[src/rtl/ps2_pkg.sv]
// Shared Set-2 scan-code constants, receiver FSM encoding and frame check helper
// for the PS/2 keyboard path feeding the Pong paddles.
package ps2_pkg;

    localparam logic [7:0] PREFIX_BRK  = 8'hF0;
    localparam logic [7:0] PREFIX_EXT  = 8'hE0;

    localparam logic [7:0] DEF_CODE_W  = 8'h1D;
    localparam logic [7:0] DEF_CODE_S  = 8'h1B;
    localparam logic [7:0] DEF_CODE_O  = 8'h44;
    localparam logic [7:0] DEF_CODE_L  = 8'h4B;

    typedef enum logic [1:0] {
        IDLE   = 2'd0,
        DATA   = 2'd1,
        PARITY = 2'd2,
        STOP   = 2'd3
    } ps2_state_t;

    // Odd parity over data+parity, and the stop bit must be high.
    function automatic logic frame_ok(input logic [7:0] data,
                                      input logic       par,
                                      input logic       stop);
        return (^data ^ par) & stop;
    endfunction

endpackage

[src/rtl/ps2_rx_frame.sv]
// PS/2 frame receiver: input synchronizers, ps2_clk glitch filter, 11-bit frame
// FSM with mid-frame timeout. Emits byte/valid/err strobes on the stop-bit fall.
module ps2_rx_frame
    import ps2_pkg::*;
#(
    parameter int FILTER_LEN  = 4,
    parameter int TIMEOUT_CYC = 50000
) (
    input  logic       i_clk,
    input  logic       i_rst_n,
    input  logic       i_ps2_clk,
    input  logic       i_ps2_dat,
    output logic [7:0] o_byte,
    output logic       o_byte_valid,
    output logic       o_err
);

    localparam logic [3:0]  FLT_LAST = 4'(FILTER_LEN - 1);
    localparam logic [15:0] TO_LAST  = 16'(TIMEOUT_CYC - 1);

    logic       r_clk_s1;
    logic       r_clk_s2;
    logic       r_dat_s1;
    logic       r_dat_s2;
    logic       r_clk_f;
    logic [3:0] r_flt_cnt;

    ps2_state_t  r_state;
    logic [2:0]  r_bit_cnt;
    logic [7:0]  r_shift;
    logic        r_par;
    logic [15:0] r_idle_cnt;

    logic w_flip;
    logic w_fall;
    logic w_timeout;
    logic w_stop_fall;
    logic w_ok;

    // The filtered clock only moves after FILTER_LEN back-to-back disagreeing samples.
    assign w_flip    = (r_clk_s2 != r_clk_f) && (r_flt_cnt == FLT_LAST);
    assign w_fall    = w_flip && r_clk_f;
    assign w_timeout = (r_state != IDLE) && !w_fall && (r_idle_cnt == TO_LAST);

    always_ff @(posedge i_clk or negedge i_rst_n) begin
        if (!i_rst_n) begin
            r_clk_s1  <= 1'b1;
            r_clk_s2  <= 1'b1;
            r_dat_s1  <= 1'b1;
            r_dat_s2  <= 1'b1;
            r_clk_f   <= 1'b1;
            r_flt_cnt <= 4'd0;
        end else begin
            r_clk_s1 <= i_ps2_clk;
            r_clk_s2 <= r_clk_s1;
            r_dat_s1 <= i_ps2_dat;
            r_dat_s2 <= r_dat_s1;
            if (r_clk_s2 != r_clk_f) begin
                if (w_flip) begin
                    r_clk_f   <= r_clk_s2;
                    r_flt_cnt <= 4'd0;
                end else begin
                    r_flt_cnt <= r_flt_cnt + 4'd1;
                end
            end else begin
                r_flt_cnt <= 4'd0;
            end
        end
    end

    always_ff @(posedge i_clk or negedge i_rst_n) begin
        if (!i_rst_n) begin
            r_state    <= IDLE;
            r_bit_cnt  <= 3'd0;
            r_shift    <= 8'h00;
            r_par      <= 1'b0;
            r_idle_cnt <= 16'd0;
        end else begin
            case (r_state)
                IDLE: begin
                    r_idle_cnt <= 16'd0;
                    if (w_fall && !r_dat_s2) begin
                        r_state   <= DATA;
                        r_bit_cnt <= 3'd0;
                    end
                end
                default: begin
                    if (w_timeout) begin
                        r_state    <= IDLE;
                        r_idle_cnt <= 16'd0;
                    end else if (w_fall) begin
                        r_idle_cnt <= 16'd0;
                        case (r_state)
                            DATA: begin
                                // LSB arrives first, so shifting in at the top leaves bit 0 in place after 8 bits.
                                r_shift   <= {r_dat_s2, r_shift[7:1]};
                                r_bit_cnt <= r_bit_cnt + 3'd1;
                                if (r_bit_cnt == 3'd7) begin
                                    r_state <= PARITY;
                                end
                            end
                            PARITY: begin
                                r_par   <= r_dat_s2;
                                r_state <= STOP;
                            end
                            default: begin
                                r_state <= IDLE;
                            end
                        endcase
                    end else begin
                        r_idle_cnt <= r_idle_cnt + 16'd1;
                    end
                end
            endcase
        end
    end

    assign w_stop_fall  = (r_state == STOP) && w_fall;
    assign w_ok         = frame_ok(r_shift, r_par, r_dat_s2);
    assign o_byte       = r_shift;
    assign o_byte_valid = w_stop_fall && w_ok;
    assign o_err        = (w_stop_fall && !w_ok) || w_timeout;

endmodule

[src/rtl/ps2_key_decoder.sv]
// PS/2 Set-2 decoder producing held-key levels for the W/S and O/L paddles;
// tracks the F0 (break) and E0 (extended) prefixes across received bytes.
module ps2_key_decoder
    import ps2_pkg::*;
#(
    parameter int         FILTER_LEN  = 4,
    parameter int         TIMEOUT_CYC = 50000,
    parameter logic [7:0] CODE_W      = DEF_CODE_W,
    parameter logic [7:0] CODE_S      = DEF_CODE_S,
    parameter logic [7:0] CODE_O      = DEF_CODE_O,
    parameter logic [7:0] CODE_L      = DEF_CODE_L
) (
    input  logic       iVGA_CLK,
    input  logic       iRST_n,
    input  logic       ps2_clk,
    input  logic       ps2_dat,
    output logic       w_out,
    output logic       s_out,
    output logic       o_out,
    output logic       l_out,
    output logic [7:0] code,
    output logic       code_valid,
    output logic       frame_err
);

    logic [7:0] w_byte;
    logic       w_byte_valid;
    logic       w_err;

    logic       r_brk;
    logic       r_ext;
    logic       r_w;
    logic       r_s;
    logic       r_o;
    logic       r_l;
    logic [7:0] r_code;
    logic       r_code_valid;
    logic       r_frame_err;

    ps2_rx_frame #(
        .FILTER_LEN  (FILTER_LEN),
        .TIMEOUT_CYC (TIMEOUT_CYC)
    ) u_rx (
        .i_clk        (iVGA_CLK),
        .i_rst_n      (iRST_n),
        .i_ps2_clk    (ps2_clk),
        .i_ps2_dat    (ps2_dat),
        .o_byte       (w_byte),
        .o_byte_valid (w_byte_valid),
        .o_err        (w_err)
    );

    always_ff @(posedge iVGA_CLK or negedge iRST_n) begin
        if (!iRST_n) begin
            r_brk        <= 1'b0;
            r_ext        <= 1'b0;
            r_w          <= 1'b0;
            r_s          <= 1'b0;
            r_o          <= 1'b0;
            r_l          <= 1'b0;
            r_code       <= 8'h00;
            r_code_valid <= 1'b0;
            r_frame_err  <= 1'b0;
        end else begin
            r_code_valid <= w_byte_valid;
            r_frame_err  <= w_err;
            if (w_err) begin
                // A damaged frame may have been a prefix; never let it qualify the next key.
                r_brk <= 1'b0;
                r_ext <= 1'b0;
            end else if (w_byte_valid) begin
                r_code <= w_byte;
                if (w_byte == PREFIX_BRK) begin
                    r_brk <= 1'b1;
                end else if (w_byte == PREFIX_EXT) begin
                    r_ext <= 1'b1;
                end else begin
                    if (!r_ext) begin
                        if (w_byte == CODE_W) r_w <= ~r_brk;
                        if (w_byte == CODE_S) r_s <= ~r_brk;
                        if (w_byte == CODE_O) r_o <= ~r_brk;
                        if (w_byte == CODE_L) r_l <= ~r_brk;
                    end
                    r_brk <= 1'b0;
                    r_ext <= 1'b0;
                end
            end
        end
    end

    assign w_out      = r_w;
    assign s_out      = r_s;
    assign o_out      = r_o;
    assign l_out      = r_l;
    assign code       = r_code;
    assign code_valid = r_code_valid;
    assign frame_err  = r_frame_err;

endmodule

[config.mk]
export PLATFORM = sky130hd
export DESIGN_NAME = ps2_key_decoder
export DESIGN_NICKNAME = d
export VERILOG_FILES = /design/src/rtl/ps2_pkg.sv /design/src/rtl/ps2_rx_frame.sv /design/src/rtl/ps2_key_decoder.sv
export SDC_FILE = /design/constraint.sdc
export NUM_CORES = 1
export LEC_CHECK = 0
export ABC_AREA = 1
export BUFFER_PORTS_ARGS = -buffer_cell sky130_fd_sc_hd__buf_2
export CAP_MARGIN = 20
export CORE_ASPECT_RATIO = 0.5
export CORE_MARGIN = 4
export CORE_UTILIZATION = 50
export DETAILED_ROUTE_END_ITERATION = 12
export PLACE_DENSITY_LB_ADDON = 0.25
export SETUP_SLACK_MARGIN = 0.3
export SYNTH_ARGS = -nofsm -noshare
export SYNTH_HDL_FRONTEND = slang
export SYNTH_SLANG_ARGS = --single-unit
[constraint.sdc]
create_clock -name iVGA_CLK -period 2.2 [get_ports iVGA_CLK]
set_input_delay 0 -clock iVGA_CLK [delete_from_list [all_inputs] [get_ports iVGA_CLK]]
set_output_delay 0 -clock iVGA_CLK [all_outputs]
set_load 0.02 [all_outputs]
* Yosys cells after proc, flatten, opt, wreduce, memory -nomap -nowiden
Cells that the tools add are included.
** Storage, ports and cells
- Logic and storage cells :: 105
- Output and inout port bits :: 14
- Bits of input ports :: 4
- Flip-flop bits (word level) :: 55
** Cells by class
- Reduce and logical (&&, ||, !) cells :: 31
- Add/sub/neg operators :: 3
- Eq/ne operators :: 18
- Muxes and demuxes :: 24
- Bitwise gates (word level) :: 9
** Operator list (count)
- 2-to-1 mux 16 bit :: 3
- AND reduction 6 bit :: 4
- adder 16 x 1 -> 16 bit (second input constant) :: 1
- equality test 16 bit (second input constant) :: 1
- equality test 8 x 5 -> 1 bit (second input constant) :: 2
- equality test 8 x 7 -> 1 bit (second input constant) :: 2
- equality test 8 bit (second input constant) :: 2
- 2-to-1 mux 3 bit :: 5
- AND reduction 4 bit :: 3
- 2-to-1 mux 2 bit :: 5
- logical AND 1 bit :: 8
- 2-to-1 mux 1 bit :: 8
- 2-to-1 mux 4 bit :: 2
- AND reduction 2 bit :: 4
- nonzero test 2 bit :: 4
- parity 8 bit :: 1
- NOT 1 bit :: 7
- adder 4 x 1 -> 4 bit (second input constant) :: 1
- equality test 2 bit (second input constant) :: 2
- equality test 4 x 2 -> 1 bit (second input constant) :: 1
- != test 2 bit (second input constant) :: 2
- != test 4 x 1 -> 1 bit (second input constant) :: 1
- case mux 2 bit (2 select lines) :: 1
- adder 3 x 1 -> 3 bit (second input constant) :: 1
- 12 further kinds :: 14

* Logic depth before layout (Yosys ltp)
- Depth in word-level cells :: 9
- Depth in mapped cells :: 14
- Mapped depth without buffers :: 13

* Hierarchy
A second synthesis with hierarchy kept.
** Second synthesis, totals
- Cell total of the unflattened synthesis :: 358
- Area total of the unflattened synthesis :: 2955.3 um2
** Modules (own cells, without submodules)
- ps2_rx_frame :: instances 1, area each 2137.0 um2, cells an instance 254, seq. area each 982.2 um2
- ps2_key_decoder :: instances 1, area each 818.3 um2, cells an instance 104, seq. area each 400.4 um2

* Worst setup path after synthesis
OpenSTA, ideal clock, no wires.
- Path type :: register -> register
- Start :: register u_rx.r_shift[2], in the netlist u_rx.o_byte[2]
- End :: register r_w, in the netlist w_out
- Buffers on the path :: 1
- Arrival time :: 1.628 ns
- Required time :: 2.083 ns
- Setup time :: 0.117 ns
- Cell stages (with the launch flop) :: 14
- Path slack :: 0.455 ns
- Clock period less this slack :: 1.745 ns
- Cell sequence :: dfrtp_1 > inv_1 > ha_1 > inv_1 > nand2_1 > nand3_1 > nand3_1 > nand2_1 > nand3b_4 > buf_6 > nor2_4 > nand3_1 > nand2_1 > nand2_1
** Between the ends
- Longest elaborated chain between the ends :: 8
- Elaborated cells between the ends (all ways) :: 14
- Those cells by class :: eq/ne: 3; bitwise: 5; reduce/logical: 6
** RTL lines
- from (decl) :: line ps2_rx_frame.sv:30 : logic [7:0] r_shift;
- from (signal assigned) :: line ps2_rx_frame.sv:96 : r_shift <= {r_dat_s2, r_shift[7:1]};
- parity 8 bit :: line ps2_pkg.sv:24 : return (^data ^ par) & stop;
- XOR 1 bit :: line ps2_pkg.sv:24
- bitwise AND 1 bit :: line ps2_pkg.sv:24
- logical NOT 1 bit :: line ps2_rx_frame.sv:122 : assign o_err = (w_stop_fall && !w_ok) || w_timeout;
- logical AND 1 bit :: line ps2_rx_frame.sv:122
- logical OR 1 bit :: line ps2_rx_frame.sv:122
- NOT 1 bit (no line)
- AND reduction 6 bit (no line) *
- to (signal assigned) :: line ps2_key_decoder.sv:79 : if (w_byte == CODE_W) r_w <= ~r_brk;
- to (decl) :: line ps2_key_decoder.sv:32 : logic r_w;
Mark *: on every way between the ends. The rest lies on a longest branch, timed or not.
A chain may end at the register's enable or synchronous reset.

* Final worst setup path
- Start :: register u_rx.r_shift[3], in the netlist u_rx.o_byte[3]
- End :: register r_o, in the netlist o_out
** Between the ends
- Longest elaborated chain between the ends :: 8
- Elaborated cells between the ends (all ways) :: 14
- Those cells by class :: eq/ne: 3; bitwise: 5; reduce/logical: 6
** RTL lines
- parity 8 bit :: line ps2_pkg.sv:24
- XOR 1 bit :: line ps2_pkg.sv:24
- bitwise AND 1 bit :: line ps2_pkg.sv:24
- logical NOT 1 bit :: line ps2_rx_frame.sv:122
- logical AND 1 bit :: line ps2_rx_frame.sv:122
- logical OR 1 bit :: line ps2_rx_frame.sv:122
- NOT 1 bit (no line)
- AND reduction 6 bit (no line) *
- to (signal assigned) :: line ps2_key_decoder.sv:81 : if (w_byte == CODE_O) r_o <= ~r_brk;
- to (decl) :: line ps2_key_decoder.sv:34 : logic r_o;
Marked as above.

==> reports/results.txt <==
outcome -> finished clean
Period Utilization, post-route -> 0.8522
post-synthesis mux area share -> 0
unrepaired setup endpoints after global routing -> true
die area -> 0.007109 mm²
skew final -> 10.32 ps
power density cells -> 723.6 mW/mm²
top cell type's share of synthesized area -> 0.4346
TritonRoute pass-1 iters -> 4
Sink Count -> 55
Layout area overhead -> 18.95%
first-pass GRT wire length -> 9094 µm
top cells by area in the synthesized netlist -> dfrtp_1 43%, ha_1 9.6%, nand2_1 8.9%, inv_1 4.8%, dfstp_2 4.6%
largest family of logic cells by synthesized area -> simple AND/OR/NAND/NOR gates
Setup TNS -> 0 ps
Syn Std Cell Area -> 0.002879 mm²
post-synthesis xor/xnor area fraction -> 0.02434
post-route antenna net violation count -> 0
initial antenna violation count -> 0
Seq/Total Area, Yosys -> 0.4802
Slew Limit Fails -> 0
Yosys reg bits -> 55
Post-DP HPWL -> 3764 µm
Final setup viols -> 0
largest net degree at the start of global routing -> 56
drt initial violations -> 96
crit end category -> flop
I/O Pins -> 18
Mapped Avg Cell Area -> 8.804 µm²
CP startpoint kind -> flop
routability cong. -> 0.9227
Tightest Pin Transition -> 693.7 ps
min cycle time layout -> 1875 ps
syn_nets -> 353
Compound-Gate Fraction of Synth Area -> 0.07214
vias in the first global route -> 2,048
gr ovfl total -> 0
FILL cells -> 434
drt drc -> 0
Distinct cells, synth -> 30
Die H -> 61.66 µm
Port Buf Inserts -> 17
Final Hold Viols -> 0
layout cells sized above 1 -> 0.2335
CTS tree -> yes
core area -> 0.005515 mm²
CTS clk-pin slew, worst paths -> 70 ps
Starting Density -> 0.5220
area share of fa/ha/maj cells after synthesis -> 0.09561
# nets final -> 389
final WL -> 5774 µm
Peak VDD IR -> 433.7 µV
post-synthesis simple-gate area fraction -> 0.2660
crit path DAT -> 2060 ps
Yosys Warn Count -> 0
Hold/Removal Path Class -> in -> reg
WHS -> 346.1 ps
CP required -> 2390 ps
worst rel slew slack -> 0.5375
worst skew pair latency -> 300 ps
CTS Buf Count -> 5
maxcap violations -> 0
FMAX -> 533.4 MHz
post-synthesis instance total -> 327
die width -> 115.3 µm
Overall Global Routing Usage -> 0.1654
CTS Root Cell -> clkbuf_16
post-synth top area cell -> dfrtp_1
ANT cells -> 0
Leak Pwr -> 1.681 nW
Via density -> 5.119
Worst Path Max Fanout -> 7
Crit Path Class -> reg -> reg
WL per Instance -> 13.21 µm
CTS Buffer Depth -> 2
Core Rows -> 19
routed via count -> 2,237
H-Tree Level Count -> 2
-- per-stage QoR --
| step | util | cell area (µm²) | worst slack (ps) | cells | total power, W |
|---|---|---|---|---|---|
| after floorplan | - | 2879 | 454.5 | 327 | 0.001535 |
| after global placement | 0.5517 | 3043 | 293.5 | 415 | 0.001636 |
| after detailed placement | 0.5517 | 3043 | 238.6 | 415 | 0.001665 |
| after CTS | 0.5887 | 3247 | 308.5 | 429 | 0.002489 |
| after global routing | 0.6209 | 3425 | 197.5 | 437 | 0.002653 |
| final | 0.6209 | 3425 | 325.2 | 437 | 0.002478 |
-- routing by layer --
layer / global-route usage / up-vias / part of all wire
met2: 0.2829 / 38 / 0.48
met4: 0.07191 / 0 / 0.018
met5: 0 / - / 0
met3: 0.05397 / 9 / 0.044
met1: 0.1967 / 1057 / 0.45
li1: - / 1133 / -
-- worst paths after layout --
| path | start | depth (start not counted) | slack (ps) | end |
|---|---|---|---|---|
| max | u_rx.o_byte[3]$_DFFE_PN0P_ | 13 | 330 | o_out$_DFFE_PN0P_ |
| min | ps2_clk | 2 | 350 | u_rx.r_clk_s1$_DFF_PN1_ |
| max reg2reg | u_rx.o_byte[3]$_DFFE_PN0P_ | 13 | 330 | o_out$_DFFE_PN0P_ |
| min reg2reg | u_rx.r_dat_s1$_DFF_PN1_ | 0 | 360 | u_rx.r_dat_s2$_DFF_PN1_ |
| max in group asynchronous | iRST_n | 3 | 1360 | u_rx.r_idle_cnt[4]$_DFF_PN0_ |
| min in group asynchronous | iRST_n | 3 | 360 | code_valid$_DFF_PN0_ |
-- power by group --
part / leakage [nW] / internal, W / switching [W]
Combinational: 0.862 / 0.000165 / 0.000342
Sequential: 0.744 / 0.00109 / 0.0000593
Clock: 0.0745 / 0.000458 / 0.000360
-- cells in the final DEF (no fill, tap or decap), types with 2 or more instances in the layout --
master / count
nor3_1: 4
nand2_1: 64
dfstp_2: 5
nand3_2: 4
nand3_1: 21
o211a_1: 2
buf_6: 2
inv_2: 12
dfrtp_1: 50
nor2_2: 3
o21ai_1: 15
o21ai_0: 17
buf_4: 11
xor2_1: 5
ha_4: 4
nor2_4: 6
nor4_1: 3
xnor2_1: 2
buf_2: 17
nand2_4: 2
nand2_2: 8
clkbuf_16: 5
inv_1: 28
dlygate4sd3_1: 3
nand4_1: 10
a21oi_1: 4
ha_1: 18
nor2_1: 30
-- area by class of cell --
class                           instances  area (µm²)  area share
Multi-Input combinational cell        228        1429      0.4172
Sequential cell                        55        1383      0.4037
Timing Repair Buffer                   33       220.2     0.06430
Inverter                               40       150.1     0.04384
Clock buffer                            7       142.6     0.04165
Tap cell                               73       91.34     0.02667
Clock inverter                          1       8.758    0.002558
-- synthesized netlist by cell type --
cell / number
nand2_1: 68
dfrtp_1: 50
inv_1: 37
nor2_1: 33
nand3_1: 23
ha_1: 22
o21ai_0: 20
o21ai_1: 12
nand4_1: 10
nand2_2: 6
xor2_1: 6
dfstp_2: 5
a21oi_1: 4
nor3_1: 4
inv_2: 3
nor2_2: 3
nor2_4: 3
nor4_1: 3
nand3_2: 2
o211a_1: 2
xnor2_1: 2
buf_2: 1
buf_4: 1
buf_6: 1
clkbuf_1: 1
nand3b_1: 1
nand3b_4: 1
nor2_8: 1
nor3b_2: 1
o21bai_1: 1
-- critical path: stages, from the launching register on --
cell      delay, ps
dfrtp_1         410
inv_2            80
ha_4            290
inv_2            40
nand2_2          70
nand3_2         110
nand2_2          90
nand2_2          70
nand2_4          80
nand3b_4        180
nor2_4          130
nand3_1          80
nand2_1          80
nand2_1          50
-- timing repair --
item,4_1_cts,5_1_grt
setup endpoints to repair,9,16
pin swaps,1,12
buffers inserted,3,8
resized for setup,0,33
hold buffers,3,0
endpoints found under the hold margin,52,0
gates cloned,0,0
-- logic make-up after synthesis --
group,count (synthesis)
flops,55
fa+ha+maj,22
compound gates,39
xor+xnor,8
buf+inv,44
simple gates,159
-- sequential cells by signal, indices dropped and copies added (netlist names), 2 cells and up --
| register | flops |
|---|---|
| u_rx.o_byte | 8 |
| u_rx.r_bit_cnt | 3 |
| u_rx.r_flt_cnt | 4 |
| u_rx.r_state | 2 |
| u_rx.r_idle_cnt | 16 |
| code | 8 |
Note: power is estimated with default switching activity, not from simulation.
